**src/rtl/sg_uart_rx_seq.sv**
```systemverilog
// APB master sequencer for UART receive testing: programs BAUD/CTRL, then polls
// STATUS and reads DATA for NUM_BYTES characters, checking an incrementing pattern.
module sg_uart_rx_seq #(
  parameter logic [31:0] BAUD_VAL    = 32'h0000_0020,
  parameter logic [31:0] CTRL_VAL    = 32'h0000_0026,
  parameter int unsigned NUM_BYTES   = 4,
  parameter logic [7:0]  EXP_BASE    = 8'h53,
  parameter int unsigned POLL_LIMIT  = 64,
  parameter int unsigned RXFULL_BIT  = 0,
  parameter logic [9:0]  ADDR_DATA   = 10'd0,
  parameter logic [9:0]  ADDR_STATUS = 10'd1,
  parameter logic [9:0]  ADDR_CTRL   = 10'd2,
  parameter logic [9:0]  ADDR_BAUD   = 10'd4
) (
  input  logic        CLK,
  input  logic        RESET,
  input  logic        START,
  output logic        PSEL,
  output logic [9:0]  PADDR,
  output logic        PENABLE,
  output logic        PWRITE,
  output logic [31:0] PWDATA,
  input  logic [31:0] PRDATA,
  input  logic        PREADY,
  output logic        BUSY,
  output logic        DONE,
  output logic        PASS,
  output logic        TIMEOUT,
  output logic [7:0]  ERR_CNT,
  output logic [7:0]  BYTE_CNT
);

  typedef enum logic [2:0] {
    IDLE, CFG_BAUD, GAP, CFG_CTRL, POLL, READ, FINISH
  } state_t;

  state_t      state;
  state_t      gap_next;
  logic [15:0] poll_cnt;
  logic [16:0] poll_inc;
  logic [7:0]  byte_nxt;
  logic [7:0]  err_nxt;
  logic        mismatch;
  logic        unused_prdata;

  always_comb begin
    poll_inc      = {1'b0, poll_cnt} + 17'd1;
    byte_nxt      = BYTE_CNT + 8'd1;
    mismatch      = (PRDATA[7:0] != (EXP_BASE + BYTE_CNT));
    err_nxt       = (mismatch && (ERR_CNT != 8'hFF)) ? ERR_CNT + 8'd1 : ERR_CNT;
    unused_prdata = ^PRDATA;
  end

  // PENABLE doubles as the SETUP/ACCESS phase flag of the current APB state.
  always_ff @(posedge CLK or posedge RESET) begin
    if (RESET) begin
      state    <= IDLE;
      gap_next <= IDLE;
      poll_cnt <= '0;
      PSEL     <= 1'b0;
      PADDR    <= '0;
      PENABLE  <= 1'b0;
      PWRITE   <= 1'b0;
      PWDATA   <= '0;
      BUSY     <= 1'b0;
      DONE     <= 1'b0;
      PASS     <= 1'b0;
      TIMEOUT  <= 1'b0;
      ERR_CNT  <= '0;
      BYTE_CNT <= '0;
    end else begin
      case (state)
        IDLE, FINISH: begin
          if (START) begin
            state    <= CFG_BAUD;
            PSEL     <= 1'b1;
            PENABLE  <= 1'b0;
            PADDR    <= ADDR_BAUD;
            PWRITE   <= 1'b1;
            PWDATA   <= BAUD_VAL;
            BUSY     <= 1'b1;
            DONE     <= 1'b0;
            PASS     <= 1'b0;
            TIMEOUT  <= 1'b0;
            ERR_CNT  <= '0;
            BYTE_CNT <= '0;
          end
        end
        GAP: begin
          state   <= gap_next;
          PSEL    <= 1'b1;
          PENABLE <= 1'b0;
          case (gap_next)
            CFG_CTRL: begin
              PADDR  <= ADDR_CTRL;
              PWRITE <= 1'b1;
              PWDATA <= CTRL_VAL;
            end
            READ: begin
              PADDR  <= ADDR_DATA;
              PWRITE <= 1'b0;
              PWDATA <= '0;
            end
            default: begin
              PADDR  <= ADDR_STATUS;
              PWRITE <= 1'b0;
              PWDATA <= '0;
            end
          endcase
        end
        default: begin
          if (!PENABLE) begin
            PENABLE <= 1'b1;
          end else if (PREADY) begin
            PSEL    <= 1'b0;
            PENABLE <= 1'b0;
            PWRITE  <= 1'b0;
            PWDATA  <= '0;
            case (state)
              CFG_BAUD: begin
                state    <= GAP;
                gap_next <= CFG_CTRL;
              end
              CFG_CTRL: begin
                state    <= GAP;
                gap_next <= POLL;
                poll_cnt <= '0;
              end
              POLL: begin
                if (PRDATA[RXFULL_BIT]) begin
                  state    <= GAP;
                  gap_next <= READ;
                end else if (poll_inc == 17'(POLL_LIMIT)) begin
                  state   <= FINISH;
                  TIMEOUT <= 1'b1;
                  DONE    <= 1'b1;
                  PASS    <= 1'b0;
                  BUSY    <= 1'b0;
                end else begin
                  poll_cnt <= poll_inc[15:0];
                  state    <= GAP;
                  gap_next <= POLL;
                end
              end
              READ: begin
                ERR_CNT  <= err_nxt;
                BYTE_CNT <= byte_nxt;
                poll_cnt <= '0;
                if (byte_nxt == 8'(NUM_BYTES)) begin
                  state <= FINISH;
                  DONE  <= 1'b1;
                  BUSY  <= 1'b0;
                  PASS  <= (err_nxt == 8'd0) && !TIMEOUT;
                end else begin
                  state    <= GAP;
                  gap_next <= POLL;
                end
              end
              default: state <= IDLE;
            endcase
          end
        end
      endcase
    end
  end

endmodule
```
**config.mk**
```make
export PLATFORM = sky130hd
export DESIGN_NAME = sg_uart_rx_seq
export DESIGN_NICKNAME = d
export VERILOG_FILES = /design/src/rtl/sg_uart_rx_seq.sv
export SDC_FILE = /design/constraint.sdc
export NUM_CORES = 1
export LEC_CHECK = 0
export CORE_MARGIN = 3
export CORE_UTILIZATION = 54
export CTS_BUF_LIST = sky130_fd_sc_hd__clkbuf_2
export DETAILED_ROUTE_END_ITERATION = 10
export PLACE_DENSITY = 0.87
export SLEW_MARGIN = 10
export SYNTH_ARGS = -nofsm -noshare
export SYNTH_HDL_FRONTEND = slang
export SYNTH_SLANG_ARGS = --single-unit
export TNS_END_PERCENT = 10
```
**constraint.sdc**
```tcl
create_clock -name CLK -period 4.1 [get_ports CLK]
set_clock_uncertainty 0.05 [all_clocks]
set_input_delay 0.615 -clock CLK [delete_from_list [all_inputs] [get_ports CLK]]
set_output_delay 0.615 -clock CLK [all_outputs]
set_load 0.005 [all_outputs]
```
==> impl_metrics.tcl, run 1 <==
set metrics [dict create \
    status "complete, no violations" \
    ctsLongestPathBuffers 2 \
    clk_pin_slew_ns 0.25 \
    ys_dominant_reg_cell "dfrtp_1" \
    synth_area_um2 3700 \
    synth-xor-area-share 0.0426 \
    grt_pass1_wl_mm 13.6 \
    switching_share 0.438 \
    nets 498 \
    period_minus_slack_ns 3.15 \
    overflow 0 \
    final_util 0.613 \
    gp_congestion 0.869 \
    r2r_start "BYTE_CNT[0]" \
    ys_types 76 \
    yosys.area.top_type_share 0.331 \
    core_area_um2 6490 \
    internal-power_mw 1.00 \
    synth-seq-cells 49 \
    synth_compound_area_frac 0.214 \
    reg2reg_to "PASS" \
    drive_gt1_frac 0.0852 \
    yosys_warnings 0 \
    finalWirelength_mm 8.12 \
    antenna_found_initial 0 \
    worst_slew_pin_slew_ns 1.02 \
    final_cell_mix "dfrtp_1, clkdlybuf4s50_1, nand2_1" \
    cp-end-kind "register" \
    ys_seq_area_frac 0.331 \
    clkPwrFrac 0.115 \
    crit_type "register to register" \
    seqPwrFrac 0.421 \
    initial_utilization 0.570 \
    grt_max_degree 50 \
    synth_mux_area_frac 0.0203 \
    dp_hpwl_mm 5.77 \
    wl_met3_um 446 \
    comb_power_share 0.464 \
    ant_nets 0 \
    syn_inst 435 \
    ctsResizeCount 0 \
    synth-edff-count 0 \
    cts-root-buf "clkbuf_2" \
    path_cells "inv_1 -> ha_1 -> or2_2 -> a21o_1 -> a31oi_1 -> nor4_2 -> buf_4 -> nor2_1 -> o2111ai_1 -> o2bb2ai_1 -> o31ai_2" \
    gr-usage-all-layers 0.213 \
    timing.final.setup_violations 0 \
    p_per_area_nw_per_um2 448 \
    fp-row-count 29 \
    yosys.area.top_type "dfrtp_1" \
    avgSynthCellArea_um2 8.51 \
    cp-endpoint "PASS" \
    crit_arrival_ns 3.48 \
    wl_per_cell_um 15.2 \
    cts-hold-fix-buffers 0 \
    slew-limit-headroom 0.318 \
    total_power_mw 1.78 \
    regToRegSetupSlack_ns 0.95 \
    io_buffers 40 \
    synth_top_cells_by_area "dfrtp_1, buf_4, nand2_1" \
    final_max_slew_viol_count 0 \
    ir_worst_vdd_mv 0.310 \
    die-area_um2 7890 \
    finalHoldViolations 0 \
    synth_top_family_by_area "simple AND/OR/NAND/NOR gates" \
    clock-sinks 49 \
    synthArstFlopShare 1.00 \
    clk_latency_ns 0.44 \
    crit_slowest_cell "dfrtp_1" \
    num_vias 3243 \
    antenna_cells 0 \
    post_cts_buffers 0 \
    tns_ns 0 \
    min_path_type "register to register" \
    crit_path_start "BYTE_CNT[0]" \
    path_max_fanout 11 \
    maxCapViolCount 0 \
    fmax_mhz 317 \
    viasPerCell 6.06 \
    final_cell_area_um2 3980 \
    p_leak_nw 1.65 \
    die_h_um 88.8 \
    required_ns 4.43 \
    synthSimpleGateAreaFrac 0.245 \
    rsz0062_at_grt "no" \
    p_sw_mw 0.781 \
    wl_met2_mm 3.71 \
    cpPeakStageDelay_ns 0.59 \
    placed_area_um2 3940 \
    start_kind "register" \
    top_layer "met4" \
    cts_max_level 2 \
    firstDrtPassIters 5 \
    area_growth_pct 7.50 \
    m1WireLength_mm 3.87 \
    layout_commonest_cell "dfrtp_1" \
    cts_buffers 5 \
    die_w_um 88.8 \
    synth_fa_ha_area_frac 0.0196 \
    grt_pass1_vias 2951 \
    finalCritPeriodShare 0.768 \
    drt_iter0_drc 305 \
    route.detailed.drc 0 \
    io_pins 101 \
    cts_tree "built" \
    worst-r2r-cell-count 11 \
]
[power by group through the flow]
stage / Clock [mW] / Sequential (mW) / Combinational (mW)
after floorplan: 0 / 0.683 / 0.656
after global placement: 0 / 0.749 / 0.795
after detailed placement: 0 / 0.760 / 0.814
after CTS: 0.206 / 0.750 / 0.823
after global routing: 0.226 / 0.776 / 0.917
final: 0.205 / 0.751 / 0.827
[registers in the layout, indices dropped and copies added (netlist names)]
signal / flops
BUSY: 1
PSEL: 1
PADDR: 3
PWDATA: 2
state: 3
gap_next: 3
BYTE_CNT: 8
DONE: 1
poll_cnt: 16
ERR_CNT: 8
PENABLE: 1
TIMEOUT: 1
PASS: 1
[cells by family (layout without fill, tap and decap cells)]
| group | count (synthesis) | after routing |
|---|---|---|
| DFF | 49 | 49 |
| and+or+nand+nor | 164 | 164 |
| muxes | 7 | 7 |
| adders and majority gates | 6 | 6 |
| buffers and inverters | 78 | 66 |
| xor gates and xnor gates | 18 | 18 |
| AOI/OAI and AO/OA | 112 | 112 |
| other | 1 | 36 |
[worst min-delay path by stage]
stage,from,end,slack [ns],cells past startpoint
after detailed placement,PASS,PASS,0.43,2
after global placement,PADDR[1],PADDR[1],0.42,1
after floorplan,PADDR[1],PADDR[1],0.42,1
after global routing,PADDR[1],PADDR[1],0.50,1
after CTS,PASS,PASS,0.49,2
final,PASS,PASS,0.48,2
[metal layers]
layer,track usage,vias up
met2,0.341,128
met3,0.0270,9
li1,-,1549
met5,0,-
met1,0.302,1557
met4,0.0577,0
[cells in the mapped netlist, types with 2 or more instances]
master and instances:
nor3_1 11, o21ai_0 29, nor2b_1 2, nand3_1 23, a22o_1 3, buf_2 9
a31oi_1 7, xnor2_1 5, and2_1 4, nand3_2 3, ha_1 5, nor2_1 32
inv_1 14, or3_1 5, o311ai_0 2, a21oi_1 21, and3_1 4, and4_1 2
mux2_2 3, o211ai_1 10, a31o_2 2, nor3_2 2, nor4_1 3, a21o_1 7
or2_2 4, or4b_1 3, dfrtp_1 49, or4_1 3, clkbuf_1 11, nand2b_1 3
xor2_1 13, o31ai_1 6, buf_4 41, mux2i_1 3, nand2_1 39, nand4_1 8
o41a_1 2, a211oi_1 4
[cell type report]
| cell class | count | area (um2) |
|---|---|---|
| tap | 77 | 96.3 |
| timing repair buffer | 43 | 423 |
| inverter | 15 | 56.3 |
| fill | 548 | 2510 |
| clock inverter | 2 | 10.0 |
| multi-input combinational | 343 | 2140 |
| clock buffer | 6 | 30.0 |
| sequential | 49 | 1230 |
[worst max-delay path, delay by kind of cell, from the launching register on]
| family | cells | cell delay (ns) |
|---|---|---|
| compound gates | 5 | 1.03 |
| simple gates | 3 | 0.89 |
| flops | 1 | 0.59 |
| buf+inv | 2 | 0.27 |
| fa+ha+maj | 1 | 0.26 |
[metrics by stage]
step | worst slack, ns | hold slack [ns] | instances
2_1_floorplan | 1.50 | 0.424 | 470
3_3_place_gp | 0.895 | 0.422 | 527
3_5_place_dp | 0.797 | 0.435 | 527
4_1_cts | 0.964 | 0.488 | 535
5_1_grt | 0.750 | 0.500 | 535
6_report | 0.950 | 0.483 | 535
(Power assumes the default switching activity.)
==> run 2: changes to the inputs <==
Settings changed: CORE_UTILIZATION 54 to 46, PLACE_DENSITY 0.87 to 0.79.
Clock period 4.1 ns to 2.8 ns, I/O delays scaled along.
==> run 2 against run 1 <==
  * Power increased by 65%
  * Clock power is 100% higher
  * Sequential power grew 41%
  * Largest power group unchanged
  * Sequential share of layout area down 2.5 points
  * Largest cell class unchanged
  * Register-to-register slack lost 0.85 ns
  * Worst setup slack got worse by 0.85 ns
  * Critical path type unchanged
==> impl_metrics.tcl, run 2 (synthesized netlist as in run 1, its figures left out) <==
set metrics [dict create \
    finalHoldViolations 0 \
    route.detailed.drc 0 \
    cpPeakStageDelay_ns 0.54 \
    die_w_um 95.7 \
    antenna_found_initial 0 \
    wl_per_cell_um 15.4 \
    slew-limit-headroom 0.619 \
    crit_type "register to register" \
    worst_slack_ns 0.105 \
    reg2reg_to "gap_next[1]" \
    timing.final.setup_violations 0 \
    worst_slew_pin_slew_ns 0.570 \
    regMostFlops "poll_cnt" \
    top_regs "poll_cnt (16), BYTE_CNT (8), ERR_CNT (8)" \
    grt_pass1_wl_mm 15.1 \
    seqPwrFrac 0.362 \
    cts_tree "built" \
    clkPwrFrac 0.141 \
    cp_num_buf_inv 1 \
    cts-root-buf "clkbuf_2" \
    viasPerCell 5.66 \
    crit_arrival_ns 3.05 \
    start_kind "register" \
    fp-row-count 32 \
    grt_max_degree 28 \
    gr-usage-all-layers 0.205 \
    nets 532 \
    ir_worst_vdd_mv 0.495 \
    ctsLongestPathBuffers 2 \
    required_ns 3.16 \
    finalWirelength_mm 9.18 \
    period_minus_slack_ns 2.69 \
    drive_gt1_frac 0.169 \
    final.fill_count 685 \
    gp_congestion 0.950 \
    regToRegSetupSlack_ns 0.11 \
    crit_family "compound AO/OA/AOI/OAI gates" \
    clock-sinks 49 \
    p_leak_nw 1.83 \
    comb_power_share 0.497 \
    final_cell_mix "dfrtp_1, clkdlybuf4s50_1, nand2_1" \
    layout_commonest_cell "dfrtp_1" \
    finalCritPeriodShare 0.962 \
    antenna_cells 0 \
    area_growth_pct 17.8 \
    grt_pass1_vias 3185 \
    cp-end-kind "register" \
    switching_share 0.420 \
    initial_utilization 0.477 \
    io_buffers 40 \
    ant_nets 0 \
    path_cells "ha_4 -> buf_4 -> nand3_2 -> xor2_2 -> nand3b_1 -> a2111oi_4 -> o2111ai_4 -> o21bai_4 -> or3_4 -> mux2_2" \
    status "complete, no violations" \
    cts-hold-fix-buffers 0 \
    tns_ns 0 \
    core_area_um2 7770 \
    min_path_type "input port to asynchronous set/reset pin" \
    p_per_area_nw_per_um2 673 \
    cts_max_level 2 \
    maxCapViolCount 0 \
    path_max_fanout 6 \
    dp_hpwl_mm 6.86 \
    r2r_start "poll_cnt[0]" \
    worst-r2r-cell-count 10 \
    firstDrtPassIters 5 \
    final_max_slew_viol_count 0 \
    p_sw_mw 1.23 \
    largest_reg_flops 16 \
    clk_pin_slew_ns 0.30 \
    io_pins 101 \
    die-area_um2 9160 \
    clk_latency_ns 0.46 \
    die_h_um 95.7 \
    overflow 0 \
    num_vias 3364 \
    drt_iter0_drc 196 \
    place_ws_ns -0.00890 \
    cts_buffers 5 \
    internal-power_mw 1.70 \
    fmax_mhz 371 \
    crit_slowest_cell "dfrtp_2" \
]
-- run 2: cell types whose count changed in the layout (fill, tap and decap cells not counted), moves of 2 or more --
cell / previous run / this run
dfrtp_2: 0 / 6
dfrtp_1: 49 / 43
clkinv_2: 2 / 0
buf_4: 3 / 36
inv_6: 0 / 2
-- run 2: timing repair --
action                                  in CTS  in global routing
gates resized for setup                      0                 15
endpoints found under the setup margin       0                 17
buffers inserted                             0                  4
-- run 2: metrics by stage --
step	utilization	area [um2]	total power, mW	hold slack [ns]	cells
2_1_floorplan	-	3830	1.96	0.424	470
3_3_place_gp	0.540	4200	2.43	0.413	582
3_5_place_dp	0.540	4200	2.49	0.421	582
4_1_cts	0.550	4270	2.91	0.245	590
5_1_grt	0.561	4360	3.15	0.268	594
6_report	0.561	4360	2.94	0.236	594
-- run 2: cell type report --
| cell class | count | area (um2) | area share |
|---|---|---|---|
| tap | 102 | 128 | 0.0293 |
| clock buffer | 5 | 25.0 | 0.00574 |
| multi-input combinational | 343 | 2190 | 0.502 |
| timing repair buffer | 77 | 682 | 0.156 |
| inverter | 15 | 56.3 | 0.0129 |
| clock inverter | 3 | 47.5 | 0.0109 |
| sequential | 49 | 1230 | 0.283 |
-- run 2: worst max-delay path by stage --
stage / start / cells past startpoint / slack [ns] / endpoint
after global routing: poll_cnt[0] / 10 / -0.008 / gap_next[0]
final: poll_cnt[0] / 10 / 0.11 / gap_next[1]
after CTS: poll_cnt[0] / 8 / 0.00002 / gap_next[1]
after floorplan: BYTE_CNT[0] / 11 / 0.20 / PASS
after detailed placement: PRDATA[2] / 9 / -0.009 / PASS
after global placement: PRDATA[2] / 9 / 0.06 / PASS
-- run 2: power by group through the flow --
stage | registers [mW] | logic [mW] | clock network, mW
detailed placement | 1.06 | 1.44 | 0
floorplan | 1.00 | 0.961 | 0
CTS | 1.04 | 1.44 | 0.428
global placement | 1.05 | 1.38 | 0
finish | 1.06 | 1.46 | 0.415
global route | 1.09 | 1.60 | 0.457
-- run 2: worst register-to-register path, stage by stage (launching register included) --
cell and delay [ns]:
dfrtp_2 0.54, ha_4 0.19, buf_4 0.15, nand3_2 0.08, xor2_2 0.15, nand3b_1 0.13
a2111oi_4 0.35, o2111ai_4 0.28, o21bai_4 0.23, or3_4 0.16, mux2_2 0.32
-- run 2: metal layers --
metal / share of wire / global-route usage
met1: 0.43 / 0.277
met2: 0.51 / 0.346
met3: 0.041 / 0.0289
met4: 0.012 / 0.0498
met5: 0 / 0
